**src/rtl/ring_stop_buffered_pkg.sv**
```systemverilog
// rtl/ring_stop_buffered_pkg.sv - shared defaults and types for the buffered ring stop
// Purpose: default parameter values and the output-slot selection type.
// Ports: none (package).
package ring_stop_buffered_pkg;

  localparam int DEF_FLIT_W    = 144;
  localparam int DEF_ID_W      = 4;
  localparam int DEF_VALID_BIT = 12;
  localparam int DEF_MY_ID     = 0;
  localparam int DEF_EJ_DEPTH  = 4;
  localparam int DEF_CNT_W     = 16;

  // What the outgoing ring slot carries next cycle.
  typedef enum logic [1:0] {
    SLOT_EMPTY = 2'd0,
    SLOT_FWD   = 2'd1,
    SLOT_INJ   = 2'd2
  } slot_sel_e;

endpackage

```
**src/rtl/ring_eject_fifo.sv**
```systemverilog
// rtl/ring_eject_fifo.sv - synchronous ejection FIFO for the ring stop
// Purpose: holds flits ejected at this node until the sink can take them.
// Ports: clk, rst (sync, active-high), wr_en/wr_data (tail write),
//        rd_en/rd_data (head pop, rd_data is always the head),
//        count/full/empty (occupancy status).
module ring_eject_fifo #(
  parameter int W     = 144,
  parameter int DEPTH = 4
) (
  input  logic                       clk,
  input  logic                       rst,
  input  logic                       wr_en,
  input  logic [W-1:0]               wr_data,
  input  logic                       rd_en,
  output logic [W-1:0]               rd_data,
  output logic [$clog2(DEPTH):0]     count,
  output logic                       full,
  output logic                       empty
);

  localparam int AW = $clog2(DEPTH);
  localparam int CW = AW + 1;

  logic [W-1:0]  mem [DEPTH];
  logic [AW-1:0] wr_ptr;
  logic [AW-1:0] rd_ptr;
  logic          do_wr;
  logic          do_rd;

  assign full    = (count == CW'(DEPTH));
  assign empty   = (count == '0);
  assign do_rd   = rd_en & ~empty;
  // A pop in the same cycle frees the slot the write lands in.
  assign do_wr   = wr_en & (~full | do_rd);
  assign rd_data = mem[rd_ptr];

  always_ff @(posedge clk) begin
    if (do_wr) mem[wr_ptr] <= wr_data;
  end

  always_ff @(posedge clk) begin
    if (rst) begin
      wr_ptr <= '0;
      rd_ptr <= '0;
      count  <= '0;
    end else begin
      if (do_wr) wr_ptr <= wr_ptr + 1'b1;
      if (do_rd) rd_ptr <= rd_ptr + 1'b1;
      count <= count + CW'(do_wr) - CW'(do_rd);
    end
  end

endmodule

```
**src/rtl/ring_stop_buffered.sv**
```systemverilog
// rtl/ring_stop_buffered.sv - one buffered hop of a unidirectional ring
// Purpose: registers the ring flit, ejects flits for MY_ID into a FIFO,
//          deflects them when the FIFO is full, injects into free slots.
// Ports: clk, rst (sync, active-high); port_in/port_out ring flits;
//        inj/accept local injection; eject/push/bfull ejection sink;
//        defl_cnt saturating deflection count.
module ring_stop_buffered
  import ring_stop_buffered_pkg::*;
#(
  parameter int FLIT_W    = DEF_FLIT_W,
  parameter int ID_W      = DEF_ID_W,
  parameter int VALID_BIT = DEF_VALID_BIT,
  parameter int MY_ID     = DEF_MY_ID,
  parameter int EJ_DEPTH  = DEF_EJ_DEPTH,
  parameter int CNT_W     = DEF_CNT_W
) (
  input  logic              clk,
  input  logic              rst,
  input  logic [FLIT_W-1:0] port_in,
  input  logic [FLIT_W-1:0] inj,
  input  logic              bfull,
  output logic [FLIT_W-1:0] port_out,
  output logic              accept,
  output logic [FLIT_W-1:0] eject,
  output logic              push,
  output logic [CNT_W-1:0]  defl_cnt
);

  localparam int CW = $clog2(EJ_DEPTH) + 1;

  logic              in_v;
  logic              local_hit;
  logic              wr_ok;
  logic              written;
  logic              deflect;
  logic              slot_free;
  logic [FLIT_W-1:0] head;
  logic [CW-1:0]     ej_count;
  logic              ej_full_unused;
  logic              ej_empty;
  slot_sel_e         slot_sel;

  assign in_v      = port_in[VALID_BIT];
  assign local_hit = in_v & (port_in[ID_W-1:0] == ID_W'(MY_ID));

  assign push  = ~rst & ~ej_empty & ~bfull;
  assign eject = push ? head : '0;

  // Room exists below depth, or at depth when the head leaves this cycle.
  assign wr_ok     = (ej_count < CW'(EJ_DEPTH)) | push;
  assign written   = ~rst & local_hit & wr_ok;
  assign deflect   = ~rst & local_hit & ~wr_ok;
  assign slot_free = ~in_v | written;
  assign accept    = ~rst & inj[VALID_BIT] & slot_free;

  ring_eject_fifo #(
    .W     (FLIT_W),
    .DEPTH (EJ_DEPTH)
  ) u_fifo (
    .clk     (clk),
    .rst     (rst),
    .wr_en   (written),
    .wr_data (port_in),
    .rd_en   (push),
    .rd_data (head),
    .count   (ej_count),
    .full    (ej_full_unused),
    .empty   (ej_empty)
  );

  always_comb begin
    slot_sel = SLOT_EMPTY;
    if (accept)                slot_sel = SLOT_INJ;
    else if (in_v & ~written)  slot_sel = SLOT_FWD;
  end

  always_ff @(posedge clk) begin
    if (rst) begin
      port_out <= '0;
      defl_cnt <= '0;
    end else begin
      case (slot_sel)
        SLOT_INJ: port_out <= inj;
        SLOT_FWD: port_out <= port_in;
        default:  port_out <= '0;
      endcase
      if (deflect && (defl_cnt != {CNT_W{1'b1}}))
        defl_cnt <= defl_cnt + 1'b1;
    end
  end

endmodule

```
**config.mk**
```make
export PLATFORM = sky130hd
export DESIGN_NAME = ring_stop_buffered
export DESIGN_NICKNAME = d
export VERILOG_FILES = /design/src/rtl/ring_stop_buffered_pkg.sv /design/src/rtl/ring_eject_fifo.sv /design/src/rtl/ring_stop_buffered.sv
export SDC_FILE = /design/constraint.sdc
export NUM_CORES = 1
export LEC_CHECK = 0
export ABC_CLOCK_PERIOD_IN_PS = 5640
export BUFFER_PORTS_ARGS = -buffer_cell sky130_fd_sc_hd__buf_2
export CAP_MARGIN = 30
export CORE_MARGIN = 4
export CORE_UTILIZATION = 40
export DETAILED_ROUTE_END_ITERATION = 16
export PLACE_DENSITY_LB_ADDON = 0.12
export SLEW_MARGIN = 20
export SYNTH_ARGS = -nofsm -noshare
export SYNTH_HDL_FRONTEND = slang
export SYNTH_SLANG_ARGS = --single-unit
```
**constraint.sdc**
```tcl
create_clock -name clk -period 5.64 [get_ports clk]
set_clock_uncertainty 0.1 [all_clocks]
set_input_delay 0.564 -clock clk [delete_from_list [all_inputs] [get_ports clk]]
set_output_delay 0.564 -clock clk [all_outputs]
set_load 0.02 [all_outputs]
```
---- Yosys cells after proc, flatten, opt, wreduce, memory -nomap -nowiden ----
Memory sizes are Yosys's and may differ from the RTL's. A register that Yosys moved wholly into a read port is not among the register bits.
Index checks and enable logic that the tools add are counted.
cells by class
  mux-type cells .......................... 8
  bitwise operators ....................... 21
  equal/unequal tests ..................... 4
  add/sub/neg operators ................... 5
  magnitude comparators ................... 1
  reductions and logical operators ........ 3
operator list
  operator                                        number
  case mux 144 bit (2 select lines)               1
  two-way mux 144 bit                             1
  adder 16 x 1 -> 16 bit (second input constant)  1
  inequality test 16 bit (second input constant)  1
  AND 1 bit                                       11
  inverter 1 bit                                  7
  two-way mux 2 bit                               3
  adder 2 x 1 -> 2 bit (second input constant)    2
  zero test 4 bit                                 1
  adder 3 x 1 -> 3 bit                            1
  == test 3 bit (second input constant)           1
  zero test 3 bit                                 1
  < comparator 3 bit (second input constant)      1
  two-way mux 1 bit                               3
  bitwise OR 1 bit                                3
  subtractor 3 x 1 -> 3 bit                       1
  == test 2 x 1 -> 1 bit (second input constant)  1
  == test 2 bit (second input constant)           1
  logical AND 1 bit                               1
storage, ports and cells
  memories kept ........................... 1
  RAM bits ................................ 576
  word-level logic and storage cells ...... 48
  register bits ........................... 167
  input bits .............................. 291
memories
  name        depth  width  read ports  clocked after memory_dff  wr ports  line                   RTL
  u_fifo.mem  4      144    1           1                         1         ring_eject_fifo.sv:24  logic [W-1:0] mem [DEPTH];

---- Longest topological paths before layout ----
  depth after elaboration ................. 12
  mapped depth ............................ 10
  depth with buffers taken out ............ 8

---- Hierarchy ----
From an unflattened synthesis, not the netlist that was laid out.
second synthesis, totals
  cell total of the unflattened synthesis .. 1705
  area total of the unflattened synthesis .. 28202.0 sq um
modules (own cells, without submodules)
  module              area each (sq um)  cells an instance  times used  sequential area each (sq um)
  ring_eject_fifo     21215.3            799                1           17476.8
  ring_stop_buffered  6986.7             906                1           3203.1

---- Worst setup path after synthesis ----
OpenSTA, ideal clock, no wires.
  kind .................................... input port to flip-flop
  start ................................... in port_in[12]
  end ..................................... mem u_fifo.mem[1][0] (enable)
  cell stages on the path ................. 4
  arrival time ............................ 5.116 ns
  data required time ...................... 5.019 ns
  setup time .............................. 0.521 ns
  path buffers ............................ 1
  path slack .............................. -0.097 ns
  path through ............................ buf_2 or4b_1 nor3_1 and2_1
between the ends
  longest elaborated chain between the ends .. 6
RTL lines
  item                                     line                      RTL
  start, declared                          ring_stop_buffered.sv:19  input logic [FLIT_W-1:0] port_in,
  AND 1 bit                                ring_stop_buffered.sv:44  assign local_hit = in_v & (port_in[ID_W-1:0] == ID_W'(MY_ID));
  AND 1 bit (2 in a row)                   ring_stop_buffered.sv:51  assign written = ~rst & local_hit & wr_ok;
  AND 1 bit                                ring_eject_fifo.sv:34     assign do_wr = wr_en & (~full | do_rd);
  named net u_fifo.do_wr                   ring_eject_fifo.sv:27     logic do_wr;
  two-way mux 1 bit                        ring_eject_fifo.sv:38     if (do_wr) mem[wr_ptr] <= wr_data;
  two-way mux 1 bit (implied by the code)  ring_eject_fifo.sv:38
  end, declared                            ring_eject_fifo.sv:24
The timed path passes the listed nets, and every way through them passes these cells.

==> metrics.txt <==
fin crit share 0.6260; Design Power between 10000 and 15000 uW; Worst EP arrival between 2 and 3 ns; Residual DRC 0; Resized cells post-CTS 0; Main synth FF type edfxtp_1; P per Cell Area 360.1 nW/um2; DRT iter0 DRCs about 990; CTS Hold Bufs 0; register area between 20000 and 25000 um2; Synth Net Count approximately 2000; number of synthesized flops with an enable pin 576; Async S/R FF share, synth 0; CTS tree done; post-layout min period around 3.5 ns; clk sinks approximately 750; Worst path max stage delay between 0.8 and 0.9 ns; Avg WL per Cell between 20 and 25 um; DR pass1 iterations 5; count leader, synth edfxtp_1; sw frac 0.2314; peak supply drop ~0.20 mV; RR Endpoint u_fifo.mem[0][90]; Slowest-stage cell, CP dfxtp_4; Area contributors post-synth edfxtp_1 (62%), dfxtp_1 (12%), mux4_2 (12%), and2_1 (3.3%), a21oi_1 (2.8%); final WL around 74000 um; R2R Setup Slk 2.66 ns; Multi-input gate area approximately 7000 um2; sequential share of power 0.478; Final setup viols 0; worst rel slew slack 0.3516; Worst Tran Pin Value about 0.97 ns; mapped cell area approximately 28000 um2; Setup CP Type register to output port; antenna violations before repair 7; max-slew violations 0; Final #Nets 2599; Logic pwr share 0.101; Yosys Warn Count 0; register area share after synthesis 0.7357; Int Power around 9700 uW; Hold Path End u_fifo.mem[2][68]; core area just under 70000 um2; Pleak roughly 0.013 uW; vias in the first global route between 15000 and 20000; r2r worst-path depth 4; worst skew pair latency 0.59 ns; fmax around 280 MHz; CP Cell Sequence buf_4, mux4_2, and2_1, buf_2; die area 74580 um2; Crit Path Max Fanout 48; antenna viol nets, final 0; pin count of the biggest net entering global routing 147; Die X between 200 and 300 um; Syn Inst Count 1706; synthesized area per cell roughly 16 um2; vias per cell about 5; min-delay src port_in[68]; Clock Tree Root clkbuf_16; final hold violation count 0; Filler cells 5877; unrepaired setup endpoints after global routing false; Yosys reg bits around 750; total clock buffers created by CTS 82; Post-Route Setup TNS 0 ns; Detailed Place HPWL about 47000 um; total congestion overflow 0; Tot GR Track Use 0.1933; deepest clock path buffer count 3; synthesis-to-layout area growth 24.17%; CP endpoint kind output port; status completed; Synth top area share 0.6154; Die H between 200 and 300 um; worst r2r src u_fifo.count[2]; top cells by count, synth edfxtp_1 (576), dfxtp_1 (169), a21oi_1 (156); Setup Fix Bufs, Post-CTS 0; Worst-path clk slew 0.06 ns; I/O pin total a little under 600; # rows 96; effective utilization at floorplan 0.4070; count of cell types in the netlist 39; Critical Path RT approximately 5 ns; htree depth 3; first-pass GRT wire length approximately 110000 um; Switching Power 2908 uW; Final GP Congestion ~0.82; port bufs 596; layout cells sized above 1 0.3835; dominant cell type by area after synthesis edfxtp_1; clock power share 0.421; Max-Cap Viols 0; path category of the worst min-delay check input pin to register; hold-critical path depth 1; CP startpoint kind register; Vias approximately 17000
[sequential cells by signal, indices dropped and copies added (netlist names), named ones only]
| signal | cells |
|---|---|
| u_fifo.count | 3 |
| u_fifo.mem | 576 |
| u_fifo.rd_ptr | 2 |
| port_out | 144 |
| u_fifo.wr_ptr | 2 |
| defl_cnt | 16 |
[kinds of logic (layout without fill, tap and decap cells)]
logic type,count (synthesis),in the layout,synth area share
flip-flops,745,745,0.7357
other,0,5,0
multiplexers,148,148,0.1169
AND/OR/NAND/NOR,504,504,0.09237
adder cells (fa/ha/maj),8,8,0.003828
AO/OA/AOI/OAI,172,172,0.03205
XOR/XNOR,5,5,0.001558
buffers and inverters,124,783,0.01754
[stage by stage]
step	instance area, um2	util	hold WS (ns)	instances	setup slack (ns)
finish	34900	0.5053	0.09501	3301	2.109
global route	34890	0.5052	0.06688	3298	1.916
CTS	34890	0.5052	0.04125	3296	2.036
detailed placement	32200	0.4662	0.4240	3147	1.448
global placement	32200	0.4662	0.3924	3147	1.489
floorplan	28110	-	0.3847	1706	1.474
[cell type report]
cell class / count / area share
diodes: 5 / 0.0003585
clock buffers: 110 / 0.06567
clock inverters: 39 / 0.01136
inverters: 8 / 0.0008604
multi-input cells: 837 / 0.1992
flip-flops and latches: 745 / 0.5927
well taps: 931 / 0.03338
repair buffers: 626 / 0.09647
[cells in the final DEF (no fill, tap or decap), types with 3 or more instances in the layout]
cell / synthesis / final
clkbuf_16: 0 / 86
bufinv_16: 0 / 7
clkinv_2: 0 / 14
nand2_1: 147 / 147
nor2_1: 12 / 12
diode_2: 0 / 5
clkinv_4: 0 / 3
buf_2: 16 / 594
nor2b_1: 5 / 5
clkinvlp_4: 0 / 4
or4_1: 6 / 6
buf_4: 2 / 19
mux4_2: 144 / 144
buf_12: 0 / 12
mux2_2: 3 / 3
a21oi_1: 156 / 156
o31ai_1: 6 / 6
inv_1: 8 / 8
o21ai_0: 6 / 6
and2_1: 150 / 146
and2_4: 0 / 4
xnor2_1: 4 / 4
nand4_1: 7 / 7
edfxtp_1: 576 / 576
ha_1: 7 / 7
nand3_1: 149 / 149
clkbuf_8: 0 / 5
or3_1: 6 / 6
dfxtp_1: 169 / 167
clkinv_1: 0 / 9
nor4_1: 4 / 4
nor3_1: 7 / 6
clkbuf_1: 84 / 19
[layer usage]
layer	GRT usage	up-vias	part of all wire
met2	0.3317	568	0.50
met5	0	-	0.000095
met3	0.04434	86	0.069
met4	0.04915	2	0.018
met1	0.2501	8615	0.41
li1	-	7721	-
[power by group through the flow]
stage	Sequential (uW)	Combinational [uW]	Clock, uW
floorplan	6200	698	0
global placement	6120	1290	0
detailed placement	6120	1300	0
CTS	6010	1300	5450
global route	6010	1380	5690
finish	6010	1270	5290
[worst max path at each step]
stage | start | endpoint | slack (ns)
2_1_floorplan | port_in[12] | u_fifo.mem[0][0] | 1.47
3_3_place_gp | rst | u_fifo.mem[0][122] | 1.49
3_5_place_dp | rst | u_fifo.mem[0][122] | 1.45
4_1_cts | register | eject[13] | 2.04
5_1_grt | rst | u_fifo.mem[0][119] | 1.92
6_report | register | eject[13] | 2.11
[worst max-delay path, delay by kind of cell (launching register included)]
kind	cells	cell delay, ns
flops	1	0.88
buf+inv	2	0.69
mux	1	0.45
simple gates	1	0.18
Note: power is estimated with default switching activity, not from simulation.
